===== src/rtl/mc_ctrl.sv =====
// Multi-cycle MIPS control unit: walks the shared datapath one micro-step per clock,
// stalls on MIO_ready and takes interrupts only at instruction boundaries.
module mc_ctrl #(
  parameter logic INT_EN_DEFAULT = 1'b1,
  parameter bit   IF_WAIT        = 1'b1
) (
  input  logic       clk,
  input  logic       reset,
  input  logic [5:0] opcode,
  input  logic [5:0] funct,
  input  logic       zero,
  input  logic       MIO_ready,
  input  logic       INT,
  output logic       PCWrite,
  output logic       PCWriteCond,
  output logic       Branch_ne,
  output logic       IorD,
  output logic       MemRead,
  output logic       mem_w,
  output logic       CPU_MIO,
  output logic       IRWrite,
  output logic [1:0] RegDst,
  output logic [1:0] MemtoReg,
  output logic       RegWrite,
  output logic       ALUSrcA,
  output logic [1:0] ALUSrcB,
  output logic [2:0] ALU_Control,
  output logic [2:0] PCSource,
  output logic       EPCWrite,
  output logic       int_ack,
  output logic [3:0] state_out
);
  typedef enum logic [3:0] {
    S_IF = 4'd0, S_ID = 4'd1, S_MA = 4'd2, S_MR = 4'd3,
    S_LWB = 4'd4, S_MW = 4'd5, S_REX = 4'd6, S_RWB = 4'd7,
    S_BR = 4'd8, S_J = 4'd9, S_IEX = 4'd10, S_IWB = 4'd11,
    S_JAL = 4'd12, S_JR = 4'd13, S_INTE = 4'd14, S_ERET = 4'd15
  } state_t;

  localparam logic [2:0] ALU_AND = 3'd0, ALU_OR = 3'd1, ALU_ADD = 3'd2, ALU_XOR = 3'd3,
                         ALU_NOR = 3'd4, ALU_SRL = 3'd5, ALU_SUB = 3'd6, ALU_SLT = 3'd7;

  localparam logic [5:0] OP_R = 6'h00, OP_J = 6'h02, OP_JAL = 6'h03, OP_BEQ = 6'h04,
                         OP_BNE = 6'h05, OP_ADDI = 6'h08, OP_SLTI = 6'h0a, OP_ANDI = 6'h0c,
                         OP_ORI = 6'h0d, OP_XORI = 6'h0e, OP_LUI = 6'h0f, OP_COP0 = 6'h10,
                         OP_LW = 6'h23, OP_SW = 6'h2b;
  localparam logic [5:0] F_JR = 6'h08, F_ERET = 6'h18;

  state_t state;
  logic   int_en;
  logic   fetch_done;
  state_t fin;

  // The zero flag is consumed by the datapath's branch gate, not by sequencing.
  logic unused_zero;
  assign unused_zero = zero;

  assign fetch_done = MIO_ready || !IF_WAIT;
  assign fin        = (INT && int_en) ? S_INTE : S_IF;

  function automatic logic [2:0] r_alu(input logic [5:0] f);
    case (f)
      6'h20:   r_alu = ALU_ADD;
      6'h22:   r_alu = ALU_SUB;
      6'h24:   r_alu = ALU_AND;
      6'h25:   r_alu = ALU_OR;
      6'h26:   r_alu = ALU_XOR;
      6'h27:   r_alu = ALU_NOR;
      6'h2a:   r_alu = ALU_SLT;
      6'h02:   r_alu = ALU_SRL;
      default: r_alu = ALU_ADD;
    endcase
  endfunction

  function automatic logic r_known(input logic [5:0] f);
    r_known = f inside {6'h20, 6'h22, 6'h24, 6'h25, 6'h26, 6'h27, 6'h2a, 6'h02};
  endfunction

  function automatic logic [2:0] i_alu(input logic [5:0] op);
    case (op)
      OP_ANDI: i_alu = ALU_AND;
      OP_ORI:  i_alu = ALU_OR;
      OP_XORI: i_alu = ALU_XOR;
      OP_SLTI: i_alu = ALU_SLT;
      default: i_alu = ALU_ADD;
    endcase
  endfunction

  always_ff @(posedge clk or negedge reset) begin
    if (!reset) begin
      state  <= S_IF;
      int_en <= INT_EN_DEFAULT;
    end else begin
      case (state)
        S_IF:  if (fetch_done) state <= S_ID;
        S_ID: begin
          case (opcode)
            OP_R:                                    state <= (funct == F_JR) ? S_JR : S_REX;
            OP_LW, OP_SW:                            state <= S_MA;
            OP_BEQ, OP_BNE:                          state <= S_BR;
            OP_J:                                    state <= S_J;
            OP_JAL:                                  state <= S_JAL;
            OP_ADDI, OP_ANDI, OP_ORI, OP_XORI, OP_SLTI: state <= S_IEX;
            OP_LUI:                                  state <= S_IWB;
            OP_COP0:                                 state <= (funct == F_ERET) ? S_ERET : fin;
            default:                                 state <= fin;
          endcase
        end
        S_MA:  state <= opcode[3] ? S_MW : S_MR;
        S_MR:  if (MIO_ready) state <= S_LWB;
        S_MW:  if (MIO_ready) state <= fin;
        S_REX: state <= S_RWB;
        S_IEX: state <= S_IWB;
        S_LWB, S_RWB, S_IWB, S_BR, S_J, S_JAL, S_JR: state <= fin;
        S_INTE: begin
          int_en <= 1'b0;
          state  <= S_IF;
        end
        // No boundary check here so the instruction after eret always retires.
        S_ERET: begin
          int_en <= 1'b1;
          state  <= S_IF;
        end
      endcase
    end
  end

  // Outputs decode the state register; holding reset forces every strobe low.
  always_comb begin
    PCWrite     = 1'b0;
    PCWriteCond = 1'b0;
    Branch_ne   = 1'b0;
    IorD        = 1'b0;
    MemRead     = 1'b0;
    mem_w       = 1'b0;
    CPU_MIO     = 1'b0;
    IRWrite     = 1'b0;
    RegDst      = 2'b00;
    MemtoReg    = 2'b00;
    RegWrite    = 1'b0;
    ALUSrcA     = 1'b0;
    ALUSrcB     = 2'b00;
    ALU_Control = ALU_AND;
    PCSource    = 3'b000;
    EPCWrite    = 1'b0;
    int_ack     = 1'b0;
    state_out   = 4'd0;
    if (reset) begin
      state_out = state;
      case (state)
        S_IF: begin
          MemRead     = 1'b1;
          CPU_MIO     = 1'b1;
          ALUSrcB     = 2'b01;
          ALU_Control = ALU_ADD;
          IRWrite     = fetch_done;
          PCWrite     = fetch_done;
        end
        S_ID: begin
          ALUSrcB     = 2'b11;
          ALU_Control = ALU_ADD;
        end
        S_MA: begin
          ALUSrcA     = 1'b1;
          ALUSrcB     = 2'b10;
          ALU_Control = ALU_ADD;
        end
        S_MR: begin
          IorD    = 1'b1;
          MemRead = 1'b1;
          CPU_MIO = 1'b1;
        end
        S_LWB: begin
          MemtoReg = 2'b01;
          RegWrite = 1'b1;
        end
        S_MW: begin
          IorD    = 1'b1;
          mem_w   = 1'b1;
          CPU_MIO = 1'b1;
        end
        S_REX: begin
          ALUSrcA     = 1'b1;
          ALU_Control = r_alu(funct);
        end
        S_RWB: begin
          RegDst   = 2'b01;
          RegWrite = r_known(funct);
        end
        S_IEX: begin
          ALUSrcA     = 1'b1;
          ALUSrcB     = 2'b10;
          ALU_Control = i_alu(opcode);
        end
        S_IWB: begin
          RegWrite = 1'b1;
          MemtoReg = (opcode == OP_LUI) ? 2'b11 : 2'b00;
        end
        S_BR: begin
          ALUSrcA     = 1'b1;
          ALU_Control = ALU_SUB;
          PCWriteCond = 1'b1;
          PCSource    = 3'b001;
          Branch_ne   = opcode[0];
        end
        S_J: begin
          PCWrite  = 1'b1;
          PCSource = 3'b010;
        end
        S_JAL: begin
          PCWrite  = 1'b1;
          PCSource = 3'b010;
          RegDst   = 2'b10;
          MemtoReg = 2'b10;
          RegWrite = 1'b1;
        end
        S_JR: begin
          PCWrite  = 1'b1;
          PCSource = 3'b011;
        end
        S_INTE: begin
          EPCWrite = 1'b1;
          PCWrite  = 1'b1;
          PCSource = 3'b101;
          int_ack  = 1'b1;
        end
        S_ERET: begin
          PCWrite  = 1'b1;
          PCSource = 3'b100;
        end
      endcase
    end
  end
endmodule


===== config.mk =====
export PLATFORM = sky130hd
export DESIGN_NAME = mc_ctrl
export DESIGN_NICKNAME = d
export VERILOG_FILES = /design/src/rtl/mc_ctrl.sv
export SDC_FILE = /design/constraint.sdc
export NUM_CORES = 1
export LEC_CHECK = 0
export BUFFER_PORTS_ARGS = -buffer_cell sky130_fd_sc_hd__clkbuf_2
export CORE_MARGIN = 3
export CORE_UTILIZATION = 49
export CTS_CLUSTER_SIZE = 28
export DETAILED_ROUTE_END_ITERATION = 10
export GPL_TIMING_DRIVEN = 0
export PLACE_DENSITY_LB_ADDON = 0.3
export SLEW_MARGIN = 25
export SYNTH_ARGS = -nofsm -noshare
export SYNTH_HDL_FRONTEND = slang
export SYNTH_SLANG_ARGS = --single-unit

===== constraint.sdc =====
create_clock -name clk -period 2 [get_ports clk]
set_input_delay 0.4 -clock clk [delete_from_list [all_inputs] [get_ports clk]]
set_output_delay 0.4 -clock clk [all_outputs]
set_load 0.005 [all_outputs]

-- Yosys cells after proc, flatten, opt, wreduce, memory -nomap -nowiden
Cells that the tools add are included.
- register bits after elaboration: 5
- word-level logic and storage cells: 109
- output and inout bits: 28
- input bits: 17
- equality and inequality tests: 41
- multiplexer cells: 46
- reduce and logical (&&, ||, !) cells: 20
- operator list (cell ; count):
    $eq 6x6->1 const B ; 9
    $eq 6x4->1 const B ; 7
    $pmux 4 s9 ; 1
    $eq 4x4->1 const B ; 8
    $pmux 4 s8 ; 1
    $mux 4 ; 7
    $pmux 3 s4 ; 2
    $pmux 3 s7 ; 1
    $mux 1 ; 20
    $eq 6x2->1 const B ; 3
    $eq 4x3->1 const B ; 4
    $pmux 3 s5 ; 1
    $reduce_or 2->1 ; 7
    $eq 6x3->1 const B ; 2
    $eq 6x5->1 const B ; 2
    $pmux 2 s3 ; 2
    $reduce_or 5->1 ; 2
    $mux 3 ; 3
    $reduce_or 3->1 ; 3
    $eq 4x2->1 const B ; 2
    $mux 2 ; 4
    $reduce_bool 8->1 ; 1
    $reduce_or 7->1 ; 1
    $logic_not 6->1 ; 1
    other kinds (9) ; 13

-- Logic depth before layout (Yosys ltp)
Gate-level depths: netlist of run 1.
- word-level depth: 5
- gate-level depth with buffers: 6
- depth with buffers taken out: 5

-- Worst setup path before layout of run 1
Ideal clock, no wire load.
- path type: input to output
- start point: input funct[2]
- end point: output ALU_Control[2]
- path buffers: 1
- arrival time: 1.527 ns
- slack: 0.073 ns
- required time: 1.600 ns
- cell stages on the path: 6
- path through: buf_2 > and2b_4 > a21o_1 > a21oi_1 > or4b_1 > a21oi_1
- cells in the longest elaborated chain, start to end: 4
- elaborated cells between the ends (all ways): 10
- classes of those cells: eq/ne: 7; mux: 3
- ends and longest elaborated chain (item ; RTL line ; source):
    start: declaration ; 10 ; input logic [5:0] funct,
    $eq 6x2->1 / $eq 6x6->1 (equally long branches) ; 62 ; case (f)
    $pmux 3 s7 * ; 62 ;
    $pmux 3 s4 * ; 150 ; case (state)
    $mux 3 * ; 148 ; if (reset) begin
    end: declaration ; 27 ; output logic [2:0] ALU_Control,
Mark *: on every way between the ends. The rest lies on a longest branch, timed or not.

-- Worst setup path after layout of run 1
- start point: register state[3]
- end point: output ALU_Control[2]
- cells in the longest elaborated chain, start to end: 4
- elaborated cells between the ends (all ways): 9
- classes of those cells: eq/ne: 5; mux: 2; reduce/logical: 2
- ends and longest elaborated chain (item ; RTL line ; source):
    start: declaration ; 49 ; state_t state;
    start signal: assignment ; 98 ; OP_R: state <= (funct == F_JR) ? S_JR : S_REX;
    start signal: assignment ; 105 ; OP_COP0: state <= (funct == F_ERET) ? S_ERET : fin;
    start signal: assignment ; 106 ; default: state <= fin;
    $eq 4x2->1, or another cell as far along ; 150 ;
    $reduce_or 3->1 (no source line) ; - ;
    $pmux 3 s4 * ; 150 ;
    $mux 3 * ; 148 ;
Marks and branches as above.

==> results by stage, run 1 <==
Status:
- The run finished, with violations left.
- The final reports fail on negative setup slack.

Critical path:
- At the worst endpoint, the arrival time is 1.81 ns.
- The critical path starts at state[3].
- The number of cells on the worst reg-to-reg path is 5.
- STA classifies the critical path endpoint as an output port.
- The startpoint identified for the worst register-to-register timing path is state[3].
- The type of the worst setup path is register to output port.
- The required arrival time at the worst endpoint is 1.60 ns.
- The setup slack of the most critical reg-to-reg path is 0.38 ns.
- The critical path endpoint is ALU_Control[2].
- The type of element launching the critical path is a register.
- The capture instance of the worst register-to-register path is state[2].
- Of all nets on the critical path, the largest fanout is 3.

Yosys:
- The synthesized netlist devotes 0% of its cell area to adder and majority cells.
- The most used flip-flop cell after synthesis is dfrtp_1.
- In this run the mean area of a mapped cell was 6.469 sq um.
- The Yosys step of the flow raised 0 warnings.
- After synthesis the cells add up to 0.001139 sq mm.
- The post-synthesis simple-gate area fraction is 46.59%.
- The number of nets produced by synthesis is 193.
- The number of distinct standard cells referenced by the synthesized netlist is 55.
- Synthesis handed over a netlist of 176 instances.
- The main combinational cell family by area after synthesis is simple AND/OR/NAND/NOR gates.
- Multiplexer cells account for 0.8791% of the synthesized area.
- The fraction of the yosys area taken by sequential cells is 11.10%.
- The synthesized design contains 5 register bits.
- The fraction of registers with async set or reset after synthesis is 100.0%.
- The complex-gate fraction of the synthesized area is 29.12%.
- Of the total synthesized cell area, the portion taken by XOR and XNOR cells is 1.538%.
- The number of flops mapped to enable cells by yosys is 0.

Run:
- Across the run, the number of max-cap violations was 0.

Timing:
- Static timing analysis puts the maximum clock frequency at 0.4520 GHz.
- The ratio of final minimum period to clock period is 110.6%.
- Setup violations remaining at the end of the flow were counted as 5.
- Measured against its own limit, the worst slew margin works out to 70.94%.
- Once routing completed, OpenROAD measured the worst setup slack at -0.2125 ns.
- The worst setup skew after layout is 0.01565 ns.
- The final number of hold-violating endpoints is 0.
- Setup repair after global routing could not meet its margin everywhere.
- The final critical-path required period is 2.213 ns.
- For the pin with the worst max-slew slack, the measured transition is 0.4303 ns.
- The max-slew violation total from the final report came to 0.
- The final setup TNS is -0.4681 ns.

Floorplan:
- The die is 54.21 microns tall.
- The die is 54.21 microns wide.
- For this configuration, the core starts out at a cell density of 54.69%.
- The area of the core is 0.002082 sq mm.
- The area enclosed by the die boundary is 0.002938 sq mm.
- The number of top-level design ports is 45.
- The floorplan has 16 rows.

Worst hold path:
- The worst min-delay path category is primary input to async pin.

Clock network:
- The clock-pin transition on the worst setup and hold timing paths is 0.06 ns.
- TritonCTS built the clock tree.
- The root buffer cell is clkbuf_4.
- The later pin in the worst-skew pair is clocked with a latency of 0.26 ns.
- The tree built by TritonCTS fans out to 5 sinks.
- In this run the number of H-tree levels came out at 1.
- The number of CTS-inserted buffers is 3.
- The longest clock path from root to sink contains 2 buffers.

Power and ir drop:
- Net switching is 51.86% of the power.
- The design draws 1.435 mW.
- Internal power comes to 0.6909 mW.
- The clock network fraction of design power is 8.9%.
- In this run the static leakage power is 0.6835 nW.
- The maximum VDD drop is 0.8509 mV.
- The power per unit of standard cell area is 935.6 mW/mm^2.
- Sequential cells burn 11.5% of the power.
- In this run the power spent charging and discharging nets is 0.7443 mW.
- The combinational share of power is 79.6%.

Route:
- The total detailed-routing wirelength is 3.770 mm.
- The count of unresolved DRC violations after routing is 0.
- The total iterations of the first detailed-routing run is 4.
- After detailed routing, the average wire length per cell comes to 14.90 microns.
- The number of vias after detailed routing is 1,552.
- The per-cell via count in the routed design is 6.134.
- The count of nets left with antenna violations once routing finished came out at 0.
- The first routing iteration left 91 violations.

Finish:
- The total of fill cells in the finished design is 174.
- From synthesis to final layout, the design area changed by 34.73%.
- The net count of the finished layout is 244.
- Cells fill 73.68% of the core in the end.
- The share of cells above drive strength 1 is 37.61%.
- 0 antenna diodes ended up in the layout.

Place:
- The count of input and output buffers is 39.
- The congestion estimate from routability-driven global placement came to 0.9066.
- The placed wire-length estimate is 2.725 mm.

Global route:
- For this run, the total global-route usage over all layers was measured as 26.26%.
- Summed over all layers, the global routing overflow is 0.
- The global-route wire length before repair is 5.651 mm.
- The initial antenna violation count came to 0.
- The largest net degree at the start of global routing is 11.
- The via count of the first global-routing pass is 1,257.
[metrics by stage]
step,setup slack [ns],hold slack [ns],area [sq um],std cells
after global routing,-0.2427,0.1353,1534,253
final,-0.2125,0.1439,1534,253
after floorplan,0.07319,0.1044,1139,176
after CTS,-0.1934,0.1330,1470,251
after detailed placement,-0.1678,0.2495,1368,242
after global placement,-0.1391,0.2438,1368,242
[sequential cells by signal (all words and copies together), names as in the netlist]
register,cells
int_en,1
state,4
[synthesized netlist by cell type (2+ instances only)]
library cell	number	area [sq um]
nor2_1	19	71.32
a21oi_1	17	85.08
nand2_1	17	63.81
nor3_1	11	55.05
o21ai_0	7	35.03
and2_1	6	37.54
clkbuf_1	6	22.52
inv_1	6	22.52
nor2b_1	6	37.54
nand3_1	5	25.02
or3_1	5	31.28
a211oi_1	4	30.03
a31oi_1	4	25.02
buf_6	4	45.04
dfrtp_1	4	100.1
nand2b_1	4	25.02
nand4_1	4	25.02
nor4_1	4	25.02
buf_2	2	10.01
buf_4	2	15.01
inv_2	2	7.510
o21ai_1	2	10.01
o22ai_1	2	12.51
or2_2	2	12.51
[critical path: stages (launching register included)]
cell and delay [ns]:
dfrtp_1 0.42, or3_4 0.39, or4b_4 0.49, a21oi_2 0.14, buf_2 0.11
[cell families after synthesis]
group	after synthesis
AOI/OAI and AO/OA	51
buffers and inverters	22
DFF	5
muxes	1
and+or+nand+nor	95
xor gates and xnor gates	2
[per-layer routing]
metal | vias up | GRT usage (%) | wire (microns)
met2 | 97 | 43.03 | 1683
met4 | 0 | 7.884 | 51
met3 | 6 | 3.047 | 380
met1 | 691 | 35.58 | 1654
met5 | - | 0 | 0
li1 | 758 | - | -
[power groups by stage]
stage          Combinational [mW]  Clock (mW)  Sequential (mW)
6_report                     1.14       0.128            0.165
5_1_grt                      1.22       0.138            0.169
4_1_cts                      1.02       0.129            0.162
3_5_place_dp                0.917           0            0.167
3_3_place_gp                0.908           0            0.166
2_1_floorplan               0.655           0            0.158
[what timing repair did]
action	CTS	global route
setup endpoints to repair	16	14
hold endpoints to repair	4	0
setup buffers	4	3
hold buffers	1	0
gates resized for setup	17	19
pin swaps	2	7
[cell type report]
| class | count | area, sq um | share of cell area [%] |
|---|---|---|---|
| multi-input combinational | 149 | 955.9 | 62.32 |
| sequential | 5 | 126.4 | 8.238 |
| tap | 27 | 33.78 | 2.202 |
| buffer | 13 | 100.1 | 6.525 |
| clock buffer | 4 | 26.28 | 1.713 |
| inverter | 8 | 30.03 | 1.958 |
| timing repair buffer | 47 | 261.5 | 17.05 |
[layout by cell type (no fill, tap or decap), types with 5 or more instances in the layout]
cell,count
clkbuf_2,40
nor2_1,18
nand2_1,16
a21oi_1,14
buf_4,10
nor3_1,10
nor2b_1,6
and2_1,6
nand3_1,5
inv_1,5
o21ai_0,5
[worst min-delay path by stage]
stage               startpoint       end  slack (ns)  cells past startpoint
global route             reset    int_en        0.14                      1
CTS                      reset    int_en        0.13                      1
detailed placement       reset  state[0]        0.25                      1
floorplan                reset  state[0]        0.10                      0
finish                   reset    int_en        0.14                      1
global placement         reset  state[0]        0.24                      1
Power figures use the tool's default switching activity.
==> inputs of run 2 (changes only) <==
--- a/config.mk
+++ b/config.mk
@@ -5,12 +5,14 @@
 export SDC_FILE = /design/constraint.sdc
 export NUM_CORES = 1
 export LEC_CHECK = 0
+export ABC_AREA = 1
 export BUFFER_PORTS_ARGS = -buffer_cell sky130_fd_sc_hd__clkbuf_2
 export CORE_MARGIN = 3
-export CORE_UTILIZATION = 49
+export CORE_UTILIZATION = 48
 export CTS_CLUSTER_SIZE = 28
 export DETAILED_ROUTE_END_ITERATION = 10
 export GPL_TIMING_DRIVEN = 0
+export HOLD_SLACK_MARGIN = 0.15
 export PLACE_DENSITY_LB_ADDON = 0.3
 export SLEW_MARGIN = 25
 export SYNTH_ARGS = -nofsm -noshare
==> run 2 against run 1 <==
Against the previous run:
- the flow now finishes without violations
- wire length decreased by 16%
- hold slack improved by 0.062 ns
- sequential power increased by 5%
- largest power group unchanged
- highest routed layer is now met3
==> results by stage, run 2 <==
Yosys:
- Counting flops with a built-in enable in the synthesized netlist gives 0.
- The register bit count reported by yosys is 5.
- The number of cells produced by synthesis is 213.
- The fraction of registers with async set or reset after synthesis is 100.0%.
- Dividing the synthesized area by the synthesized cell count gives 5.116 sq um.
- The synthesized design devotes to its leading area cell type 16.88% of total area.
- Among all flip-flop cells after synthesis, the most frequent one is dfrtp_1.
- The commonest cells after synthesis are nand2_1 (49), nor2_1 (34), inv_1 (32), nand3_1 (17), a21oi_1 (14).
- The number of distinct standard cells referenced by the synthesized netlist is 31.
- The netlist area before placement is 0.001090 sq mm.
- nand2_1 takes more of the synthesized area than any other cell.
- The count of warnings emitted by yosys is 0.
- The number of nets produced by synthesis is 230.
- Ranked by total cell area, the synthesized netlist is headed by nand2_1 (17%), nor2_1 (12%), inv_1 (11%).
- The most repeated cell in the gate-level netlist after synthesis is nand2_1.
- The fraction of the yosys area taken by sequential cells is 11.60%.

Floorplan:
- The width of the die is 53.65 microns.
- The overall die height is 53.65 microns.
- The core region is 0.002062 sq mm.
- The initial utilization of the core area, before any placement, comes to 52.85%.
- The floorplan row count is 16.
- In this run the count of I/O pins placed on the die edge is 45.
- The floorplan step defined a die boundary enclosing 0.002878 sq mm.

Power and ir drop:
- The power per unit of standard cell area is 692.3 mW/mm^2.
- The worst-case IR drop observed on VDD is 0.5650 mV.
- The total leakage power is 0.8660 nW.

Place:
- Once placement finished, the instance area stood at 0.001339 sq mm.
- The placed cell count is 283.
- Summed over all nets, the half-perimeter wirelength after detailed placement is 2.500 mm.
- The count of buffers added on input and output ports is 43.
- The global placer's final weighted congestion is 0.9038.

Clock network:
- The root buffer cell is clkbuf_4.
- The clock tree from TritonCTS is yes.
- For the worst-skew pair, the clock arrives at the later sink with an insertion delay of 0.24 ns.
- The total clock sinks is 5.
- The maximum buffer depth of the clock tree is 2.
- The H-tree depth is 1.
- Clock-pin slew was measured on the worst setup and hold paths at 0.04 ns.
- The number of CTS-inserted buffers is 3.

Critical path:
- The setup slack of the most critical reg-to-reg path is 0.38 ns.
- The launch point of the critical path is state[2].
- The worst-path cell with the longest stage delay is dfrtp_2.
- The cell type with the highest occurrence count on the critical path is nor2_1.
- The critical path runs through a total of 6 cells.
- The critical path endpoint is ALUSrcB[1].
- The number of cells on the worst reg-to-reg path is 7.
- Traced cell by cell, the critical path runs through nor2_2 -> inv_1 -> nor2_1 -> a21oi_1 -> nor2_1 -> clkbuf_2.
- The count of buffer and inverter cells on the critical path is 2.
- In this run the critical register-to-register path is launched from state[3].
- The arrival time at the worst endpoint is 1.57 ns.
- The capture instance of the worst register-to-register path is state[3].
- The kind of end point of the critical path is an output port.
- The delay of the slowest critical-path stage is 0.46 ns.
- At the worst endpoint, the required time is 1.60 ns.
- The gate family responsible for the most delay along the worst path is simple AND/OR/NAND/NOR gates.
- The critical path is of the register to output port type.
- The type of element launching the critical path is a register.
- The top fanout value on the critical path is 6.

Finish:
- The flip-flop count of the largest register, all copies and words added is 4.
- The antenna diode count is 0.
- At the end of the flow, the number of nets in the layout was 282.
- Once layout is done, the placed cells without fillers occupy 0.001480 sq mm.
- Leaving out fill and tap cells, the most frequent cells in the layout are nand2_1 (47), clkbuf_2 (41), nor2_1 (30).
- The total of fill cells in the finished design is 189.
- The register with the most flip-flops in the final layout is state.
- Excluding fillers, the count of instances in the completed layout stands at 291.
- The share of cells above drive strength 1 is 37.88%.
- In the final layout, the registers with the most flip-flops are state (4), int_en (1).
- Compared with the post-synthesis result, the final layout area differs by 35.82%.
- The library cell used most frequently in the layout, excluding fill and tap cells, is nand2_1.
- The utilization after layout is 71.78%.

Global route:
- For met3 alone, demand over resource in global routing was 1.662%.
- The most used routing layer in global routing is met2.
- The met1 usage is 30.72%.
- The global-route wire length before repair is 4.850 mm.
- The leftover overflow at the end of global routing is 0.
- Global routing used 21.81% of the available tracks.
- The via count of the first global-routing pass is 1,179.
- The met2 usage in global routing is 36.94%.
- Entering global routing, the biggest net connects 11 pins.
- The initial antenna violation count was 0.

Route:
- The number of violations reported at the end of detailed-routing iteration 0 is 62.
- The count of unresolved DRC violations after routing is 0.
- The first detailed-routing pass ran for 4 iterations.
- After detailed routing, the number of vias per cell comes to 5.127.
- Across all layers, the routed design uses 1,492 vias.
- The detail route stage leaves a number of antenna-violating nets equal to 0.
- In the final routed layout, each cell accounts on average for 10.85 microns.
- For this block, the routed nets add up to 3.157 mm of wire.

Timing:
- Setup repair after global routing could not meet its margin everywhere.
- The remaining max-slew budget at the tightest pin is 70.85%.
- Clock skew on the completed layout was measured at 0.0006806 ns.
- The pin slew with the least headroom to its limit is 0.4333 ns.
- Dividing the final minimum period by the clock period gives 98.52%.
- The worst hold slack is 0.2056 ns.
- After routing, the total negative slack on setup checks comes to 0 ns.
- The final setup violation count is 0.
- The final critical-path required period is 1.970 ns.
- The maximum clock rate is 0.5075 GHz.
- The max-slew violation total from the final report came to 0.
- The final number of hold-violating endpoints was 0.

Worst hold path:
- The min-delay analysis places its worst path in the category primary input to async pin.

Status:
- The run finished with clean final reports.

Run:
- The count of maximum capacitance violations is 0.
==> run 2: report_power, final <==
part	total, mW	internal, mW	switching [mW]
Combinational	0.731	0.278	0.453
Sequential	0.174	0.135	0.0388
Clock	0.120	0.0756	0.0443
==> run 2: worst min-delay path by stage <==
stage	from	to	slack, ns	cells after the start
4_1_cts	reset	int_en	0.18	1
5_1_grt	reset	int_en	0.21	1
3_5_place_dp	reset	state[0]	0.27	1
3_3_place_gp	reset	state[2]	0.27	1
2_1_floorplan	reset	state[0]	0.10	0
6_report	reset	int_en	0.21	1
==> run 2: metrics by stage <==
stage,setup WS (ns),power [mW]
global route,-0.07156,1.129
detailed placement,-0.002064,0.7611
CTS,-0.02886,0.8977
global placement,0.06297,0.7533
finish,0.02958,1.025
floorplan,0.4488,0.5708
==> run 2: area by class of cell <==
cell class / instances / area [sq um] / area share [%]
multi-input cells: 162 / 853.3 / 57.65
repair buffers: 47 / 247.7 / 16.74
inverters: 43 / 167.7 / 11.33
flip-flops and latches: 5 / 128.9 / 8.707
well taps: 27 / 33.78 / 2.282
clock buffers: 4 / 26.28 / 1.775
plain buffers: 3 / 22.52 / 1.522
==> run 2: kinds of logic after synthesis <==
family / count (synthesis) / share of synthesized area (%)
AO/OA/AOI/OAI: 29 / 15.73
buffers and inverters: 46 / 16.30
flip-flops: 5 / 11.60
AND/OR/NAND/NOR: 133 / 56.37
==> run 2: what timing repair did <==
item                                   in CTS  in global routing
pin swaps                                   0                  6
setup buffers                               0                  3
hold buffers                                1                  0
gates resized for setup                     3                 27
setup endpoints to repair                   5                 16
endpoints found under the hold margin       4                  0
==> run 2: layer usage <==
| metal | share of wire, % | up-vias |
|---|---|---|
| met4 | 0 | 0 |
| li1 | - | 789 |
| met2 | 47 | 44 |
| met3 | 5.1 | 0 |
| met5 | 0 | - |
| met1 | 48 | 659 |
